File: src/rtl/logic_op_arbiter.sv
// Round-robin arbiter that shares one registered bitwise logic unit among N requesters.
// Each operation walks IDLE -> EXEC -> RESP and returns a result tagged with its requester id.
module logic_op_arbiter #(
  parameter int N     = 4,
  parameter int WIDTH = 8,
  localparam int IDW  = $clog2(N)
) (
  input  logic               clk,
  input  logic               rst,
  input  logic [N-1:0]       req,
  input  logic [3*N-1:0]     op,
  input  logic [WIDTH*N-1:0] a,
  input  logic [WIDTH*N-1:0] b,
  output logic [N-1:0]       gnt,
  output logic               busy,
  output logic               res_valid,
  output logic [IDW-1:0]     res_id,
  output logic [WIDTH-1:0]   res,
  output logic               res_err
);

  typedef enum logic [1:0] {IDLE, EXEC, RESP} state_t;

  state_t             state_q, state_d;
  logic [IDW-1:0]     rr_q, rr_d;
  logic [IDW-1:0]     id_q, id_d;
  logic [2:0]         op_q, op_d;
  logic [WIDTH-1:0]   a_q, a_d;
  logic [WIDTH-1:0]   b_q, b_d;
  logic [N-1:0]       gnt_q, gnt_d;
  logic               vld_q, vld_d;
  logic [IDW-1:0]     res_id_q, res_id_d;
  logic [WIDTH-1:0]   res_q, res_d;
  logic               err_q, err_d;
  logic [IDW-1:0]     win;

  function automatic logic [WIDTH-1:0] logic_fn(input logic [2:0] opc,
                                                input logic [WIDTH-1:0] x,
                                                input logic [WIDTH-1:0] y);
    case (opc)
      3'd0:    logic_fn = ~x;
      3'd1:    logic_fn = x & y;
      3'd2:    logic_fn = ~(x & y);
      3'd3:    logic_fn = x | y;
      3'd4:    logic_fn = ~(x | y);
      3'd5:    logic_fn = x ^ y;
      3'd6:    logic_fn = ~(x ^ y);
      default: logic_fn = '0;
    endcase
  endfunction

  // Winner is the first active request at or after rr_q, wrapping modulo N.
  always_comb begin : win_search
    int  j;
    logic hit;
    j   = 0;
    hit = 1'b0;
    win = '0;
    for (int k = 0; k < N; k++) begin
      j = int'(rr_q) + k;
      if (j >= N) j = j - N;
      if (!hit && req[j]) begin
        win = IDW'(j);
        hit = 1'b1;
      end
    end
  end

  always_comb begin
    state_d  = state_q;
    rr_d     = rr_q;
    id_d     = id_q;
    op_d     = op_q;
    a_d      = a_q;
    b_d      = b_q;
    gnt_d    = '0;
    vld_d    = 1'b0;
    res_id_d = res_id_q;
    res_d    = res_q;
    err_d    = err_q;
    case (state_q)
      IDLE: begin
        if (|req) begin
          op_d       = op[3*win +: 3];
          a_d        = a[WIDTH*win +: WIDTH];
          b_d        = b[WIDTH*win +: WIDTH];
          id_d       = win;
          gnt_d[win] = 1'b1;
          rr_d       = (win == IDW'(N-1)) ? '0 : win + 1'b1;
          state_d    = EXEC;
        end
      end
      EXEC: begin
        res_d    = logic_fn(op_q, a_q, b_q);
        res_id_d = id_q;
        err_d    = (op_q == 3'd7);
        vld_d    = 1'b1;
        state_d  = RESP;
      end
      RESP:    state_d = IDLE;
      default: state_d = IDLE;
    endcase
  end

  always_ff @(posedge clk or posedge rst) begin
    if (rst) begin
      state_q  <= IDLE;
      rr_q     <= '0;
      id_q     <= '0;
      op_q     <= '0;
      a_q      <= '0;
      b_q      <= '0;
      gnt_q    <= '0;
      vld_q    <= 1'b0;
      res_id_q <= '0;
      res_q    <= '0;
      err_q    <= 1'b0;
    end else begin
      state_q  <= state_d;
      rr_q     <= rr_d;
      id_q     <= id_d;
      op_q     <= op_d;
      a_q      <= a_d;
      b_q      <= b_d;
      gnt_q    <= gnt_d;
      vld_q    <= vld_d;
      res_id_q <= res_id_d;
      res_q    <= res_d;
      err_q    <= err_d;
    end
  end

  assign gnt       = gnt_q;
  assign busy      = (state_q != IDLE);
  assign res_valid = vld_q;
  assign res_id    = res_id_q;
  assign res       = res_q;
  assign res_err   = err_q;

endmodule

File: config.mk
export PLATFORM = sky130hd
export DESIGN_NAME = logic_op_arbiter
export DESIGN_NICKNAME = d
export VERILOG_FILES = /design/src/rtl/logic_op_arbiter.sv
export SDC_FILE = /design/constraint.sdc
export NUM_CORES = 1
export LEC_CHECK = 0
export ABC_AREA = 1
export CAP_MARGIN = 20
export CORE_UTILIZATION = 45
export DETAILED_ROUTE_END_ITERATION = 16
export PLACE_DENSITY = 0.81
export RECOVER_POWER = 25
export SETUP_SLACK_MARGIN = 0.05
export SLEW_MARGIN = 20
export SYNTH_ARGS = -nofsm -noshare
export SYNTH_HDL_FRONTEND = slang
export SYNTH_SLANG_ARGS = --single-unit
export TNS_END_PERCENT = 50
File: constraint.sdc
create_clock -name clk -period 5.6 [get_ports clk]
set_input_delay 1.12 -clock clk [delete_from_list [all_inputs] [get_ports clk]]
set_output_delay 1.12 -clock clk [all_outputs]
set_load 0.01 [all_outputs]
==> impl_metrics.py, run 1 <==
metrics = {
    "yosys": {
        "synth_cell_types": 32,
        "syn-cell-area_um2": 3480,
        "synth_area_leaders": "dfrtp_1 29%, nand2_1 15%, nand3_1 12%",
        "ys_ff_latch": 41,
        "synth_edf_count": 0,
        "yosysMostFrequentCell": "nand2_1",
        "yosysTopAreaCellShare": 0.295,
        "synthCells": 509,
        "yosysTopAreaCell": "dfrtp_1",
        "async_flop_share": 1.00,
        "yosys_warnings": 0,
        "seq_area_frac_synth": 0.295,
        "syn_avg_cell_area_um2": 6.84,
        "synth_fp_nets": 608,
        "yosys-top-cells-count": "143 x nand2_1, 81 x nand3_1, 80 x inv_1",
        "synthFlopType": "dfrtp_1",
    },
    "critical_path": {
        "cp_slowest_cell": "nand2_1",
        "crit_required_ns": 5.78,
        "r2r_slack_ns": 2.64,
        "startpoint": "req[0]",
        "critPathKind": "in -> reg",
        "start_kind": "input port",
        "worstPathMaxFanout": 20,
        "crit_chain": "clkdlybuf4s50_1 > inv_1 > nand2_1 > nand3_1 > nand2_2 > inv_2 > nand2_1 > nand3_2 > nand2_1 > nand2_1 > nand3_2 > nand3_1",
        "crit_path_frequent_cell": "nand2_1",
        "end_kind": "flip-flop",
        "crit_end": "a_q[3]$_DFFE_PP0P_",
        "reg2reg_depth": 12,
        "arrival_ns": 3.52,
        "r2r-end": "a_q[3]$_DFFE_PP0P_",
        "cp.buffers_inverters": 3,
        "r2r_start": "rr_q[0]$_DFFE_PP0P_",
        "cp_top_family": "simple AND/OR/NAND/NOR gates",
        "cpPeakStageDelay_ns": 0.66,
        "critical_path_depth": 12,
    },
    "sta": {
        "max_slew_margin": -0.393,
        "setup_viol": 0,
        "rsz0062_at_grt": "false",
        "holdWs_ns": 0.453,
        "maxSlewViolCount": 42,
        "fin_skew_ns": 0.00674,
        "fin_ws_ns": 2.26,
        "finalSetupTns_ns": 0,
        "worst_pin_slew_ns": 2.09,
        "hold_viol": 0,
        "fmax_mhz": 299,
        "fin_crit_ns": 3.34,
        "period_share": 0.597,
    },
    "clock_network": {
        "cts_tree": "done",
        "clockBufferDepth": 2,
        "clkSlewWorstSetupHoldPaths_ns": 0.07,
        "htreeDepth": 2,
        "cts_setup_buffers": 0,
        "ctsRootBufferMaster": "clkbuf_8",
        "numCtsBuffers": 5,
        "cts.repair.resized": 0,
        "clock_latency_ns": 0.29,
        "cts_sinks": 41,
        "cts_hold_buffers": 0,
    },
    "finish": {
        "diodes": 0,
        "fill_cells": 679,
        "area_delta_synth_final_pct": 30.7,
        "fin_nets": 695,
        "drive_above_1_share": 0.102,
    },
    "global_route": {
        "grt_max_degree": 42,
        "grt_pass1_wl_um": 15100,
        "grt_pass1_vias": 3258,
        "antenna_found_initial": 0,
        "grtUsageTotal": 0.226,
        "gr-total-overflow": 0,
    },
    "route": {
        "post_drt_wl_per_cell_um": 12.7,
        "drc_errors": 0,
        "drtPass1Iterations": 4,
        "antenna_left": 0,
        "routed_via_density": 5.05,
        "drt_first_iter_violations": 177,
        "wirelength_um": 8830,
        "vias": 3514,
    },
    "outcome": {
        "violations": "max-capacitance violations, max-slew violations",
        "status": "complete, but fails checks",
    },
    "die": {
        "core_um2": 7370,
        "fp.dieArea_um2": 8100,
        "die_h_um": 90.0,
        "initial_core_util": 0.473,
        "rows": 31,
        "ios": 99,
        "die_w_um": 90.0,
    },
    "pwr": {
        "peakVddDrop_v": 0.000467,
        "power-per-cell-area_nw_per_um2": 578,
        "leakagePower_nw": 2.32,
    },
    "placed_design": {
        "place_hpwl_um": 6760,
        "dp_slack_ns": 1.97,
        "io_buffers": 98,
        "gp_congestion": 0.878,
    },
    "hold_path": {
        "hold_path_class": "reg -> reg",
    },
    "run": {
        "cap_viol_max_count": 1,
    },
}
[worst reg2reg max path: cells and delay by family (launching register included)]
family / cells / cell delay (ns)
simple gates: 11 / 1.94
flops: 1 / 0.59
buf+inv: 1 / 0.32
[power by group]
group | total [W] | internal, W | switching (W)
Sequential | 0.000584 | 0.000449 | 0.000136
Combinational | 0.00184 | 0.000649 | 0.00119
Clock | 0.000211 | 0.000111 | 0.0000999
Total | 0.00263 | 0.00121 | 0.00142
[flip-flops by register name, summed over array words and instances, names as in the netlist]
name and count:
res 8, gnt 4, id_q 2, b_q 8, state_q 2, res_err 1
res_id 2, a_q 8, rr_q 2, op_q 3, res_valid 1
[worst min path at each step]
stage	slack [ns]	end	depth (start not counted)	startpoint
finish	0.45	state_q[1]$_DFFE_PP0P_	1	state_q[1]$_DFFE_PP0P_
detailed placement	0.44	state_q[1]$_DFFE_PP0P_	1	state_q[1]$_DFFE_PP0P_
global placement	0.44	state_q[1]$_DFFE_PP0P_	1	state_q[1]$_DFFE_PP0P_
CTS	0.46	state_q[1]$_DFFE_PP0P_	1	state_q[1]$_DFFE_PP0P_
floorplan	0.42	state_q[1]$_DFFE_PP0P_	1	state_q[1]$_DFFE_PP0P_
global route	0.50	state_q[1]$_DFFE_PP0P_	1	state_q[1]$_DFFE_PP0P_
[metal layers]
metal	wire, µm	share of wire	vias up	track usage
met2	4040	0.46	124	0.365
met3	588	0.067	14	0.0508
met1	4060	0.46	1581	0.310
met4	140	0.016	0	0.0538
met5	0	0	-	0
li1	-	-	1795	-
[per-stage QoR]
| stage | std cells | instance area (µm²) | utilization | power, W |
|---|---|---|---|---|
| finish | 696 | 4550 | 0.618 | 0.00263 |
| global route | 696 | 4550 | 0.618 | 0.00290 |
| CTS | 696 | 4560 | 0.618 | 0.00263 |
| detailed placement | 688 | 4460 | 0.605 | 0.00241 |
| global placement | 688 | 4460 | 0.605 | 0.00235 |
| floorplan | 509 | 3480 | - | 0.00203 |
[area by class of cell]
class | instances | area [µm²] | share of cell area
multi-input cells | 361 | 1980 | 0.436
repair buffers | 100 | 992 | 0.218
flip-flops and latches | 41 | 1030 | 0.225
well taps | 99 | 124 | 0.0272
inverters | 87 | 327 | 0.0717
clock inverters | 1 | 5.00 | 0.00110
clock buffers | 7 | 96.3 | 0.0212
[cell families after synthesis]
group                    count (synthesis)  synth area share
adder cells (fa/ha/maj)                 17            0.0611
AND/OR/NAND/NOR                        304             0.443
AO/OA/AOI/OAI                           40            0.0654
buffers and inverters                  107             0.136
flip-flops                              41             0.295
[cells in the final DEF, fill, tap and decap left out, types with 12 or more instances in the layout]
cell type and instances:
nand3_1 81, ha_1 17, inv_1 80, nand2_2 12, dfrtp_1 41, clkdlybuf4s50_1 97, nor2_1 27, nand2_1 143
o21ai_0 27, nand3_2 20
(Power assumes the default switching activity.)
==> run 2, diff against run 1 <==
- clock period: 5.6 -> 3.25 ns (I/O delays scaled with it)
==> run 2 against run 1 <==
The run now ends clean. Cell area grew 0.58%. Core utilization grew 0.36 points. Worst hold slack is essentially flat. Flip-flop and latch count is the same. Non-clock buffer count grew 3. Register-to-register slack lost 2.0 ns. First-iteration DRC count grew 32%. Worst setup slack lost 1.6 ns. Wire length grew 1.9%. Critical path depth is the same.
==> impl_metrics.py, run 2 (same netlist as run 1, synthesis figures left out) <==
metrics = {
    "global_route": {
        "grt_max_degree": 42,
        "gr-total-overflow": 0,
        "grt_pass1_vias": 3366,
        "grt_pass1_wl_um": 15500,
        "antenna_found_initial": 0,
        "grtUsageTotal": 0.234,
    },
    "route": {
        "wirelength_um": 9000,
        "drc_errors": 0,
        "antenna_left": 0,
        "drtPass1Iterations": 5,
        "routed_via_density": 5.20,
        "post_drt_wl_per_cell_um": 12.9,
        "drt_first_iter_violations": 233,
        "vias": 3628,
    },
    "finish": {
        "area_delta_synth_final_pct": 31.5,
        "fin_nets": 698,
        "register_area_um2": 1030,
        "drive_above_1_share": 0.107,
        "final_cell_mix": "143 x nand2_1, 97 x clkdlybuf4s50_1, 81 x nand3_1, 80 x inv_1, 41 x dfrtp_1",
        "multi_input_area_um2": 1980,
        "final_common_cell": "nand2_1",
        "diodes": 0,
        "fill_cells": 665,
    },
    "clock_network": {
        "ctsRootBufferMaster": "clkbuf_8",
        "cts.repair.resized": 0,
        "cts_setup_buffers": 0,
        "cts_sinks": 41,
        "clockBufferDepth": 2,
        "numCtsBuffers": 5,
        "cts_hold_buffers": 0,
        "cts_tree": "done",
        "clock_latency_ns": 0.30,
        "htreeDepth": 2,
        "clkSlewWorstSetupHoldPaths_ns": 0.08,
    },
    "placed_design": {
        "dp_slack_ns": 0.467,
        "io_buffers": 98,
        "place_hpwl_um": 6900,
        "gp_congestion": 0.828,
    },
    "die": {
        "rows": 31,
        "die_w_um": 90.0,
        "die_h_um": 90.0,
        "core_um2": 7370,
        "ios": 99,
        "initial_core_util": 0.473,
        "fp.dieArea_um2": 8100,
    },
    "pwr": {
        "power-per-cell-area_nw_per_um2": 1010,
        "p_seq_frac": 0.218,
        "switching_power_w": 0.00247,
        "peakVddDrop_v": 0.000682,
        "p_int_w": 0.00215,
        "pwr-share-comb": 0.696,
        "p_clk_frac": 0.086,
        "leakagePower_nw": 2.34,
        "p_sw_frac": 0.535,
    },
    "sta": {
        "holdWs_ns": 0.453,
        "period_share": 0.803,
        "fin_ws_ns": 0.641,
        "fin_skew_ns": 0.0128,
        "max_slew_margin": 0.335,
        "rsz0062_at_grt": "false",
        "worst_pin_slew_ns": 0.997,
        "fmax_mhz": 383,
        "setup_viol": 0,
        "maxSlewViolCount": 0,
        "finalSetupTns_ns": 0,
        "hold_viol": 0,
        "fin_crit_ns": 2.61,
    },
    "critical_path": {
        "worstPathMaxFanout": 25,
        "end_kind": "flip-flop",
        "critPathKind": "reg -> reg",
        "crit_path_frequent_cell": "nand2_1",
        "cp_slowest_cell": "dfrtp_1",
        "crit_required_ns": 3.43,
        "cpPeakStageDelay_ns": 0.68,
        "crit_chain": "inv_2 > nand2_1 > nand2_2 > nand2_1 > nand2_1 > nand2_1 > nand2_1 > nor2_8 > inv_2 > ha_1 > nand2_1 > o21ai_0",
        "start_kind": "flip-flop",
        "arrival_ns": 2.79,
    },
    "hold_path": {
        "hold_path_class": "reg -> reg",
    },
    "run": {
        "cap_viol_max_count": 0,
    },
    "outcome": {
        "status": "complete, no violations",
    },
}
-- run 2: through the flow --
stage          power (W)  std cells  cell area [µm²]   util
2_1_floorplan    0.00350        509             3480      -
3_3_place_gp     0.00408        691             4480  0.608
3_5_place_dp     0.00420        691             4480  0.608
4_1_cts          0.00460        698             4580  0.622
5_1_grt          0.00508        698             4580  0.621
6_report         0.00461        698             4580  0.621
-- run 2: final cells by class --
type                    count  area share
clock buffers               5      0.0150
repair buffers            103       0.222
flip-flops and latches     41       0.224
clock inverters             2     0.00765
inverters                  87      0.0713
well taps                  99      0.0270
multi-input cells         361       0.433
-- run 2: worst max-delay path: cells and delay by family, from the launching register on --
kind                       cells  cell delay [ns]
buffers and inverters          2             0.35
adders and majority gates      1             0.30
and+or+nand+nor                8             1.07
DFF                            1             0.68
AOI/OAI and AO/OA              1             0.08
-- run 2: final timing paths --
path	from	to	slack, ns	cells after the start
worst max-delay path	rr_q[0]$_DFFE_PP0P_	rr_q[1]$_DFFE_PP0P_	0.64	12
worst min register to register	state_q[1]$_DFFE_PP0P_	state_q[1]$_DFFE_PP0P_	0.45	1
min in group asynchronous	rst	op_q[1]$_DFFE_PP0P_	1.10	3
max in group asynchronous	rst	gnt[2]$_DFF_PP0_	1.53	3
worst min-delay path	state_q[1]$_DFFE_PP0P_	state_q[1]$_DFFE_PP0P_	0.45	1
worst max register to register	rr_q[0]$_DFFE_PP0P_	rr_q[1]$_DFFE_PP0P_	0.64	12
-- run 2: power by group through the flow --
stage                     Combinational, W  Sequential (W)  Clock (W)
after detailed placement           0.00319         0.00101          0
after global placement             0.00308        0.000998          0
after floorplan                    0.00253        0.000972          0
after CTS                          0.00320         0.00100   0.000400
final                              0.00321         0.00100   0.000396
after global routing               0.00362         0.00104   0.000422
-- run 2: per-layer routing --
metal | routed length [µm] | vias up | share of wire | GRT usage
li1 | - | 1792 | - | -
met1 | 4100 | 1672 | 0.46 | 0.313
met2 | 4230 | 149 | 0.47 | 0.394
met3 | 552 | 15 | 0.061 | 0.0389
met4 | 116 | 0 | 0.013 | 0.0578
met5 | 0 | - | 0 | 0
==> run 3, diff against run 2 <==
- clock period: 3.25 -> 2.7 ns (I/O delays scaled with it)
==> run 3 against run 2 <==
Wire length is 4.1% higher. Largest cell class unchanged. Critical path type unchanged. Non-clock buffer count is 5 higher. Worst hold slack worse by 0.0035 ns. Die area stayed put. Cell area is 0.44% higher. Worst setup slack worse by 0.25 ns.
==> impl_metrics.py, run 3 (same netlist as run 1, synthesis figures left out) <==
metrics = {
    "critical_path": {
        "end_kind": "flip-flop",
        "reg2reg_depth": 13,
        "arrival_ns": 2.48,
        "worstPathMaxFanout": 13,
        "start_kind": "flip-flop",
        "critPathKind": "reg -> reg",
        "crit_required_ns": 2.87,
    },
    "sta": {
        "worst_pin_slew_ns": 0.991,
        "setup_viol": 0,
        "fin_crit_ns": 2.31,
        "fmax_mhz": 433,
        "hold_viol": 0,
        "fin_ws_ns": 0.393,
        "max_slew_margin": 0.340,
        "fin_skew_ns": 0.0122,
        "period_share": 0.855,
        "rsz0062_at_grt": "false",
        "finalSetupTns_ns": 0,
        "maxSlewViolCount": 0,
    },
    "pwr": {
        "leakagePower_nw": 2.35,
        "p_total_w": 0.00561,
        "power-per-cell-area_nw_per_um2": 1220,
        "p_seq_frac": 0.213,
        "p_sw_frac": 0.540,
        "p_clk_frac": 0.071,
        "pwr-share-comb": 0.716,
        "p_int_w": 0.00258,
        "peakVddDrop_v": 0.000809,
        "switching_power_w": 0.00303,
    },
    "outcome": {
        "status": "complete, no violations",
    },
    "finish": {
        "diodes": 0,
        "final_cell_mix": "143 x nand2_1, 97 x clkdlybuf4s50_1, 81 x nand3_1, 80 x inv_1, 41 x dfrtp_1",
        "final_common_cell": "nand2_1",
        "utilization": 0.624,
        "fin_nets": 703,
        "final_cell_area_um2": 4600,
        "area_delta_synth_final_pct": 32.0,
        "drive_above_1_share": 0.116,
    },
    "route": {
        "post_drt_wl_per_cell_um": 13.3,
        "antenna_left": 0,
        "drc_errors": 0,
        "drtPass1Iterations": 5,
        "wirelength_um": 9370,
        "drt_first_iter_violations": 236,
        "routed_via_density": 5.14,
        "vias": 3617,
    },
    "hold_path": {
        "hold_path_class": "reg -> reg",
        "worstHoldPathCells": 1,
    },
    "clock_network": {
        "cts_tree": "done",
        "cts_hold_buffers": 0,
        "cts.repair.resized": 0,
        "numCtsBuffers": 5,
        "clock_latency_ns": 0.30,
        "htreeDepth": 2,
        "clkSlewWorstSetupHoldPaths_ns": 0.09,
        "cts_setup_buffers": 0,
        "clockBufferDepth": 2,
        "cts_sinks": 41,
        "ctsRootBufferMaster": "clkbuf_8",
    },
    "global_route": {
        "gr-total-overflow": 0,
        "grt_pass1_vias": 3369,
        "grtUsageTotal": 0.235,
        "antenna_found_initial": 0,
        "grt_pass1_wl_um": 15500,
        "grt_max_degree": 42,
    },
    "die": {
        "fp.dieArea_um2": 8100,
        "core_um2": 7370,
        "ios": 99,
        "rows": 31,
        "die_w_um": 90.0,
        "initial_core_util": 0.473,
        "die_h_um": 90.0,
    },
    "placed_design": {
        "dp_slack_ns": 0.162,
        "place_hpwl_um": 7130,
        "io_buffers": 98,
        "gp_congestion": 0.799,
        "place_area_um2": 4520,
    },
    "run": {
        "cap_viol_max_count": 0,
    },
}
[run 3: cell types whose count changed in the layout (fill, tap and decap cells not counted)]
cell / change
buf_4: +5
clkinvlp_4: +1
bufinv_16: -1
clkinv_2: +1
[run 3: critical path, cell delays in order, from the launching register on]
cell and delay, ns:
dfrtp_1 0.48, inv_2 0.25, nand2_1 0.11, nand2_2 0.14
nand2_1 0.12, nand2_4 0.13, nor2_4 0.04, nand2_4 0.10
nor2_4 0.05, nor2_8 0.22, inv_2 0.09, ha_1 0.29
nand2_1 0.06, o21ai_0 0.08
[run 3: worst paths after layout]
kind,startpoint,slack [ns],to
max,rr_q[0]$_DFFE_PP0P_,0.39,rr_q[1]$_DFFE_PP0P_
min,state_q[1]$_DFFE_PP0P_,0.45,state_q[1]$_DFFE_PP0P_
max reg2reg,rr_q[0]$_DFFE_PP0P_,0.39,rr_q[1]$_DFFE_PP0P_
min reg2reg,state_q[1]$_DFFE_PP0P_,0.45,state_q[1]$_DFFE_PP0P_
max in group asynchronous,rst,1.09,b_q[4]$_DFFE_PP0P_
min in group asynchronous,rst,1.00,op_q[0]$_DFFE_PP0P_
[run 3: power by group through the flow]
stage | Combinational, W | Clock (W) | Sequential, W
after floorplan | 0.00304 | 0 | 0.00117
after global placement | 0.00381 | 0 | 0.00119
after detailed placement | 0.00397 | 0 | 0.00120
after CTS | 0.00400 | 0.000402 | 0.00119
after global routing | 0.00447 | 0.000422 | 0.00124
final | 0.00401 | 0.000397 | 0.00120
[run 3: area by class of cell]
class | instances | area (µm²)
Fill cell | 673 | 2770
Sequential cell | 41 | 1030
Clock inverter | 3 | 17.5
Clock buffer | 5 | 68.8
Tap cell | 99 | 124
Multi-Input combinational cell | 361 | 1980
Timing Repair Buffer | 108 | 1050
Inverter | 87 | 327
[run 3: metal layers]
layer,share of wire,vias up,global-route usage
li1,-,1794,-
met1,0.43,1634,0.307
met2,0.48,165,0.403
met3,0.062,24,0.0321
met4,0.021,0,0.0753
met5,0,-,0
[run 3: through the flow]
step	hold slack [ns]	cells
after global placement	0.438	696
final	0.449	704
after CTS	0.455	704
after detailed placement	0.444	696
after floorplan	0.424	509
after global routing	0.487	704
